### src/rtl/fetch_stage_pkg.sv
`timescale 1ns/1ps
`default_nettype none
// ============================================================================
// fetch_stage_pkg : shared constants and next-PC selection for the fetch stage
// Rev 1.0
// ============================================================================
package fetch_stage_pkg;

  localparam int          DEFAULT_XLEN     = 32;
  localparam logic [31:0] DEFAULT_RESET_PC = 32'h0000_2000;
  localparam logic [31:0] INSTR_NOP        = 32'h0000_0013;

  typedef enum logic [1:0] {
    NPC_SEQ    = 2'd0,
    NPC_BRANCH = 2'd1,
    NPC_JUMP   = 2'd2,
    NPC_HOLD   = 2'd3
  } npc_sel_e;

  // Stall dominates; a redirect seen during a stall is dropped and must be re-issued.
  function automatic npc_sel_e npc_select(input logic stall, input logic br, input logic jmp);
    if (stall)    return NPC_HOLD;
    else if (br)  return NPC_BRANCH;
    else if (jmp) return NPC_JUMP;
    else          return NPC_SEQ;
  endfunction

endpackage
`default_nettype wire

### src/rtl/fetch_hold_buf.sv
`timescale 1ns/1ps
`default_nettype none
// ============================================================================
// fetch_hold_buf : captures the decode instruction on stall entry, drives instD
// Rev 1.0
// ============================================================================
module fetch_hold_buf
  import fetch_stage_pkg::*;
(
  input  logic        clk,
  input  logic        rst,
  input  logic        stall,
  input  logic        vld,
  input  logic [31:0] imem_dout,
  output logic [31:0] inst
);

  logic [31:0] hold;
  logic        hold_vld;

  // IMEM keeps reading during a stall, so its output moves on to the next
  // word; the word in decode is saved on the first stalled cycle only.
  always_ff @(posedge clk or posedge rst) begin
    if (rst) begin
      hold     <= 32'h0;
      hold_vld <= 1'b0;
    end else if (stall) begin
      if (!hold_vld) begin
        hold     <= imem_dout;
        hold_vld <= 1'b1;
      end
    end else begin
      hold_vld <= 1'b0;
    end
  end

  always_comb begin
    inst = imem_dout;
    if (!vld)
      inst = INSTR_NOP;
    else if (hold_vld)
      inst = hold;
  end

endmodule
`default_nettype wire

### src/rtl/fetch_stage.sv
`timescale 1ns/1ps
`default_nettype none
// ============================================================================
// fetch_stage : PC register, next-PC/redirect logic and IMEM interface
// Rev 1.0
// ============================================================================
module fetch_stage
  import fetch_stage_pkg::*;
#(
  parameter int               XLEN     = DEFAULT_XLEN,
  parameter logic [XLEN-1:0]  RESET_PC = XLEN'(DEFAULT_RESET_PC)
) (
  input  logic            clk,
  input  logic            rst,
  input  logic            stall,
  input  logic            PCSel_bit1,
  input  logic [XLEN-1:0] BTarg,
  input  logic            jump,
  input  logic [XLEN-1:0] JTarg,
  output logic [XLEN-1:0] imem_addr,
  output logic            imem_en,
  input  logic [31:0]     imem_dout,
  output logic [31:0]     instD,
  output logic [XLEN-1:0] pc_plus4D,
  output logic            validD
);

  localparam logic [XLEN-1:0] ALIGN_MASK = ~XLEN'(3);

  logic [XLEN-1:0] pc_f;
  logic [XLEN-1:0] pc_d;
  logic            vld;
  logic [XLEN-1:0] next_pc;
  logic            redirect;
  npc_sel_e        sel;

  assign sel      = npc_select(stall, PCSel_bit1, jump);
  assign redirect = (sel == NPC_BRANCH) || (sel == NPC_JUMP);

  always_comb begin
    next_pc = pc_f + XLEN'(4);
    case (sel)
      NPC_HOLD:   next_pc = pc_f;
      NPC_BRANCH: next_pc = BTarg & ALIGN_MASK;
      NPC_JUMP:   next_pc = JTarg & ALIGN_MASK;
      default:    next_pc = pc_f + XLEN'(4);
    endcase
  end

  // The word fetched in a redirect cycle is on the wrong path; it enters decode invalid.
  always_ff @(posedge clk or posedge rst) begin
    if (rst) begin
      pc_f <= RESET_PC;
      pc_d <= RESET_PC;
      vld  <= 1'b0;
    end else begin
      pc_f <= next_pc;
      if (!stall) begin
        pc_d <= pc_f;
        vld  <= !redirect;
      end
    end
  end

  fetch_hold_buf u_hold (
    .clk       (clk),
    .rst       (rst),
    .stall     (stall),
    .vld       (vld),
    .imem_dout (imem_dout),
    .inst      (instD)
  );

  assign imem_addr = pc_f;
  assign imem_en   = !rst;
  assign pc_plus4D = pc_d + XLEN'(4);
  assign validD    = vld;

endmodule
`default_nettype wire

### config.mk
export PLATFORM = sky130hd
export DESIGN_NAME = fetch_stage
export DESIGN_NICKNAME = d
export VERILOG_FILES = /design/src/rtl/fetch_stage_pkg.sv /design/src/rtl/fetch_hold_buf.sv /design/src/rtl/fetch_stage.sv
export SDC_FILE = /design/constraint.sdc
export NUM_CORES = 1
export LEC_CHECK = 0
export ABC_AREA = 1
export CORE_MARGIN = 3
export CORE_UTILIZATION = 35
export CTS_BUF_LIST = sky130_fd_sc_hd__clkbuf_4 sky130_fd_sc_hd__clkbuf_8
export DETAILED_ROUTE_END_ITERATION = 12
export GPL_TIMING_DRIVEN = 0
export SYNTH_ARGS = -nofsm -noshare
export SYNTH_HDL_FRONTEND = slang
export SYNTH_HIERARCHICAL = 1
export SYNTH_SLANG_ARGS = --single-unit
### constraint.sdc
create_clock -name clk -period 2.72 [get_ports clk]
set_input_delay 0.408 -clock clk [delete_from_list [all_inputs] [get_ports clk]]
set_output_delay 0.408 -clock clk [all_outputs]
set_load 0.02 [all_outputs]
==> tab_implementation.tex <==
\begin{tabular}{lr}
\hline
Metric & Value \\
\hline
\multicolumn{2}{l}{\textbf{Clock tree}} \\
\quad Worst-skew pair later-pin latency & 0.36 ns \\
\quad TritonCTS clock tree & built \\
\quad Clk Tree Root Cell & sky130\_fd\_sc\_hd\_\_clkbuf\_8 \\
\quad CTS H-tree lvls & 3 \\
\quad Total number of clock tree sinks & 94 \\
\quad TritonCTS buffer count & 9 \\
\quad Deepest clock path buffer count & 2 \\
\quad Setup bufs post-CTS & 0 \\
\quad Post-CTS clock slew at the launch and capture registers of the worst setup and hold paths & 0.09 ns \\
\quad Hold\_buf cts & 0 \\
\multicolumn{2}{l}{\textbf{Logic synthesis}} \\
\quad Sequential cell area fraction in the yosys report & 36.7\% \\
\quad Distinct cells, synth & 32 \\
\quad Yosys warning count & 6 \\
\quad Syn\_area\_per\_cell & 6.44 sq um \\
\quad Synthesized instance count & 996 \\
\quad Post-synthesis cell area & 6410 sq um \\
\quad Count of state elements after synthesis & 94 \\
\multicolumn{2}{l}{\textbf{Power}} \\
\quad Worst supply voltage drop on vdd & 0.256 mV \\
\quad Leakage component of the power & 4.47 nW \\
\quad Pwr Density & 512 nW/um\^{}2 \\
\quad Total Power Consumption & 4.54 mW \\
\multicolumn{2}{l}{\textbf{Setup path}} \\
\quad Family with the most delay on the worst path & simple AND/OR/NAND/NOR gates \\
\quad Worst stage delay on the critical path & 0.59 ns \\
\quad Most numerous cell on the critical path & sky130\_fd\_sc\_hd\_\_nand2\_1 \\
\quad Crit-path max FO & 5 \\
\quad Worst Setup SP & pc\_d[13]\$\_DFFE\_PP1N\_ \\
\quad CP Launch Type & register \\
\quad Launching point of the worst reg2reg path & imem\_addr[3]\$\_DFFE\_PP0P\_ \\
\quad Type of the setup path with the least slack & register to output port \\
\quad Buffers plus inverters on the worst setup path & 1 \\
\quad Category of the worst setup path capture point & output port \\
\quad Arrival time of data at the critical path endpoint & 2.17 ns \\
\quad Critical path, cell by cell & nand2\_1 > nor2\_1 > nand2\_1 > nor3\_2 > nand3b\_1 > nand2\_1 > clkdlybuf4s50\_1 \\
\quad Required time of the worst setup path & 2.31 ns \\
\quad Slowest stage cell on the critical path & sky130\_fd\_sc\_hd\_\_dfstp\_2 \\
\multicolumn{2}{l}{\textbf{Global route}} \\
\quad Most used routing layer & met1 \\
\quad Initial antenna violation count & 0 \\
\quad Grt met1 use & 30.4\% \\
\quad Total congestion overflow after global routing & 0 \\
\quad Met2 usage in global routing & 30.4\% \\
\quad Grt met3 use & 3.27\% \\
\quad Global-route wire length before repair & 32500 um \\
\quad Tot GR Track Use & 20.4\% \\
\quad Maximum number of pins on one net before global-route repair & 41 \\
\quad Vias in the first global route & 6095 \\
\multicolumn{2}{l}{\textbf{Placed design}} \\
\quad Placed Cells & 1415 \\
\quad Setup slack at placement & 0.0261 ns \\
\quad Buffers on Ports & 190 \\
\quad Last weighted congestion value of the routability-driven placer & 0.896 \\
\quad Post-detailed-placement half-perimeter wirelength & 16300 um \\
\multicolumn{2}{l}{\textbf{Layout}} \\
\quad Commonest non-fill, non-tap cell in the layout & sky130\_fd\_sc\_hd\_\_nand2\_1 \\
\quad ANT cells & 0 \\
\quad Number of nets in the final layout & 1304 \\
\quad Layout fillers & 1843 \\
\quad Non-filler cells in the finished layout & 1430 \\
\quad Seq. cell area & 2360 sq um \\
\quad Fraction of final layout cells with drive strength greater than 1 & 9.54\% \\
\quad Area of the multi-input gates & 3400 sq um \\
\quad Layout overhead on the synthesized area & 38.3\% \\
\quad Leading cell types in the layout, fill and taps excluded & sky130\_fd\_sc\_hd\_\_nand2\_1 (410), sky130\_fd\_sc\_hd\_\_clkdlybuf4s50\_1 (169), sky130\_fd\_sc\_hd\_\_inv\_1 (112) \\
\multicolumn{2}{l}{\textbf{Drt}} \\
\quad Average via count per standard cell & 4.68 \\
\quad Count of nets left with antenna violations after detail routing & 0 \\
\quad Final routed DRC violation total & 0 \\
\quad Drt pass-1 iters & 5 \\
\quad Post-detailed-routing wire length & 20500 um \\
\quad Iter 0 DRT Violations & 431 \\
\quad Routed length per instance & 14.3 um \\
\quad Vias & 6696 \\
\multicolumn{2}{l}{\textbf{Timing}} \\
\quad Maximum clock frequency & 0.388 GHz \\
\quad Worst slew slack as a fraction of its limit & 51.4\% \\
\quad Worst hold margin & 0.394 ns \\
\quad Final count of hold timing violations & 0 \\
\quad Fraction of the cycle the final worst path needs & 94.8\% \\
\quad Summed negative setup slack over all endpoints & 0 ns \\
\quad Final setup slack of the worst path & 0.143 ns \\
\quad Worst Tran Pin Value & 0.728 ns \\
\quad Setup repair after global routing missed its margin & no \\
\quad Post-route minimum period & 2.58 ns \\
\quad Clock skew & 0.00779 ns \\
\quad Final count of pins violating max slew & 0 \\
\quad Final setup vio count & 0 \\
\multicolumn{2}{l}{\textbf{Floorplanning}} \\
\quad Placeable Area & 17600 sq um \\
\quad Die Ht & 141 um \\
\quad Die extent in x & 141 um \\
\quad Starting Density & 36.4\% \\
\quad Number of rows created at floorplan & 48 \\
\quad Die area & 20000 sq um \\
\quad Ports & 199 \\
\multicolumn{2}{l}{\textbf{Min path}} \\
\quad Hold Crit Class & input port to asynchronous set/reset pin \\
\multicolumn{2}{l}{\textbf{Run status}} \\
\quad Outcome & finished clean \\
\multicolumn{2}{l}{\textbf{Job}} \\
\quad Max Cap Violations & 0 \\
\hline
\end{tabular}
[sequential cells by signal (all words and copies together), names as in the netlist]
signal           count
imem_addr           30
pc_d                30
u_hold/hold         32
u_hold/hold_vld      1
validD               1
[repair_timing]
action / CTS / global route
endpoints found under the hold margin: 0 / 0
setup endpoints to repair: 16 / 18
pin swaps: 0 / 1
gates resized for setup: 21 / 29
[final timing paths]
kind	slack [ns]	cells after the start	to
worst max-delay path	0.14	7	pc_plus4D[25]
worst min-delay path	0.39	2	imem_addr[2]$_DFFE_PP0P_
worst max register to register	0.85	8	imem_addr[24]$_DFFE_PP0P_
worst min register to register	0.49	2	u_hold/hold[8]$_DFFE_PP0P_
max in group asynchronous	1.69	2	u_hold/hold[15]$_DFFE_PP0P_
min in group clk	0.49	2	u_hold/hold[8]$_DFFE_PP0P_
[final cells by class]
class	instances	share of cell area, %
Inverter	118	5.08
Buffer	39	3.06
Multi-Input combinational cell	748	38.3
Sequential cell	94	26.6
Clock inverter	2	0.183
Timing Repair Buffer	191	21.6
Tap cell	225	3.17
Clock buffer	13	1.95
[cell usage after synthesis]
master / number / area share (%)
sky130_fd_sc_hd__o211ai_1: 3 / 0.35
sky130_fd_sc_hd__a31oi_1: 1 / 0.098
sky130_fd_sc_hd__buf_6: 9 / 1.6
sky130_fd_sc_hd__ha_1: 2 / 0.39
sky130_fd_sc_hd__nand2_2: 28 / 2.7
sky130_fd_sc_hd__clkbuf_1: 11 / 0.64
sky130_fd_sc_hd__buf_1: 1 / 0.058
sky130_fd_sc_hd__xnor2_1: 8 / 1.1
sky130_fd_sc_hd__and2_1: 2 / 0.20
sky130_fd_sc_hd__nand3_1: 75 / 5.9
sky130_fd_sc_hd__inv_6: 1 / 0.14
sky130_fd_sc_hd__inv_1: 114 / 6.7
sky130_fd_sc_hd__nand3b_1: 9 / 1.1
sky130_fd_sc_hd__buf_12: 1 / 0.31
sky130_fd_sc_hd__o21ai_0: 33 / 2.6
sky130_fd_sc_hd__nand2_1: 411 / 24
sky130_fd_sc_hd__inv_2: 3 / 0.18
sky130_fd_sc_hd__nor2_1: 86 / 5.0
sky130_fd_sc_hd__xor2_1: 17 / 2.3
sky130_fd_sc_hd__dfstp_2: 2 / 0.82
sky130_fd_sc_hd__o21ai_1: 1 / 0.078
sky130_fd_sc_hd__o2111ai_1: 2 / 0.27
sky130_fd_sc_hd__a21oi_1: 25 / 2.0
sky130_fd_sc_hd__nor2_2: 16 / 1.6
sky130_fd_sc_hd__buf_4: 8 / 0.94
sky130_fd_sc_hd__nand4_1: 9 / 0.88
sky130_fd_sc_hd__nor3_1: 9 / 0.70
sky130_fd_sc_hd__buf_2: 9 / 0.70
sky130_fd_sc_hd__a22oi_1: 6 / 0.70
sky130_fd_sc_hd__conb_1: 1 / 0.058
sky130_fd_sc_hd__nor3b_1: 1 / 0.12
sky130_fd_sc_hd__dfrtp_1: 92 / 36
[power breakdown]
part / internal [mW] / switching [mW]
logic: 0.767 / 0.961
registers: 1.61 / 0.298
clock network: 0.415 / 0.484
total: 2.80 / 1.74
[per-layer routing]
metal / vias up / part of all wire (%)
li1: 3489 / -
met1: 2970 / 50
met2: 214 / 43
met3: 23 / 5.8
met4: 0 / 1.6
met5: - / 0
[cell families (layout without fill, tap and decap cells)]
group	Yosys count	after routing	share of synthesized area (%)
other	1	4	0.0585
and+or+nand+nor	646	646	42.2
AOI/OAI and AO/OA	71	71	6.03
adders and majority gates	2	2	0.390
DFF	94	94	36.7
xor gates and xnor gates	25	25	3.41
buffers and inverters	157	363	11.2
[metrics by stage]
stage               instance area, sq um  util (%)
floorplan                           6420         -
global placement                    8610      48.9
detailed placement                  8630      49.0
CTS                                 8830      50.2
global route                        8870      50.4
finish                              8870      50.4
Note: power is estimated with default switching activity, not from simulation.
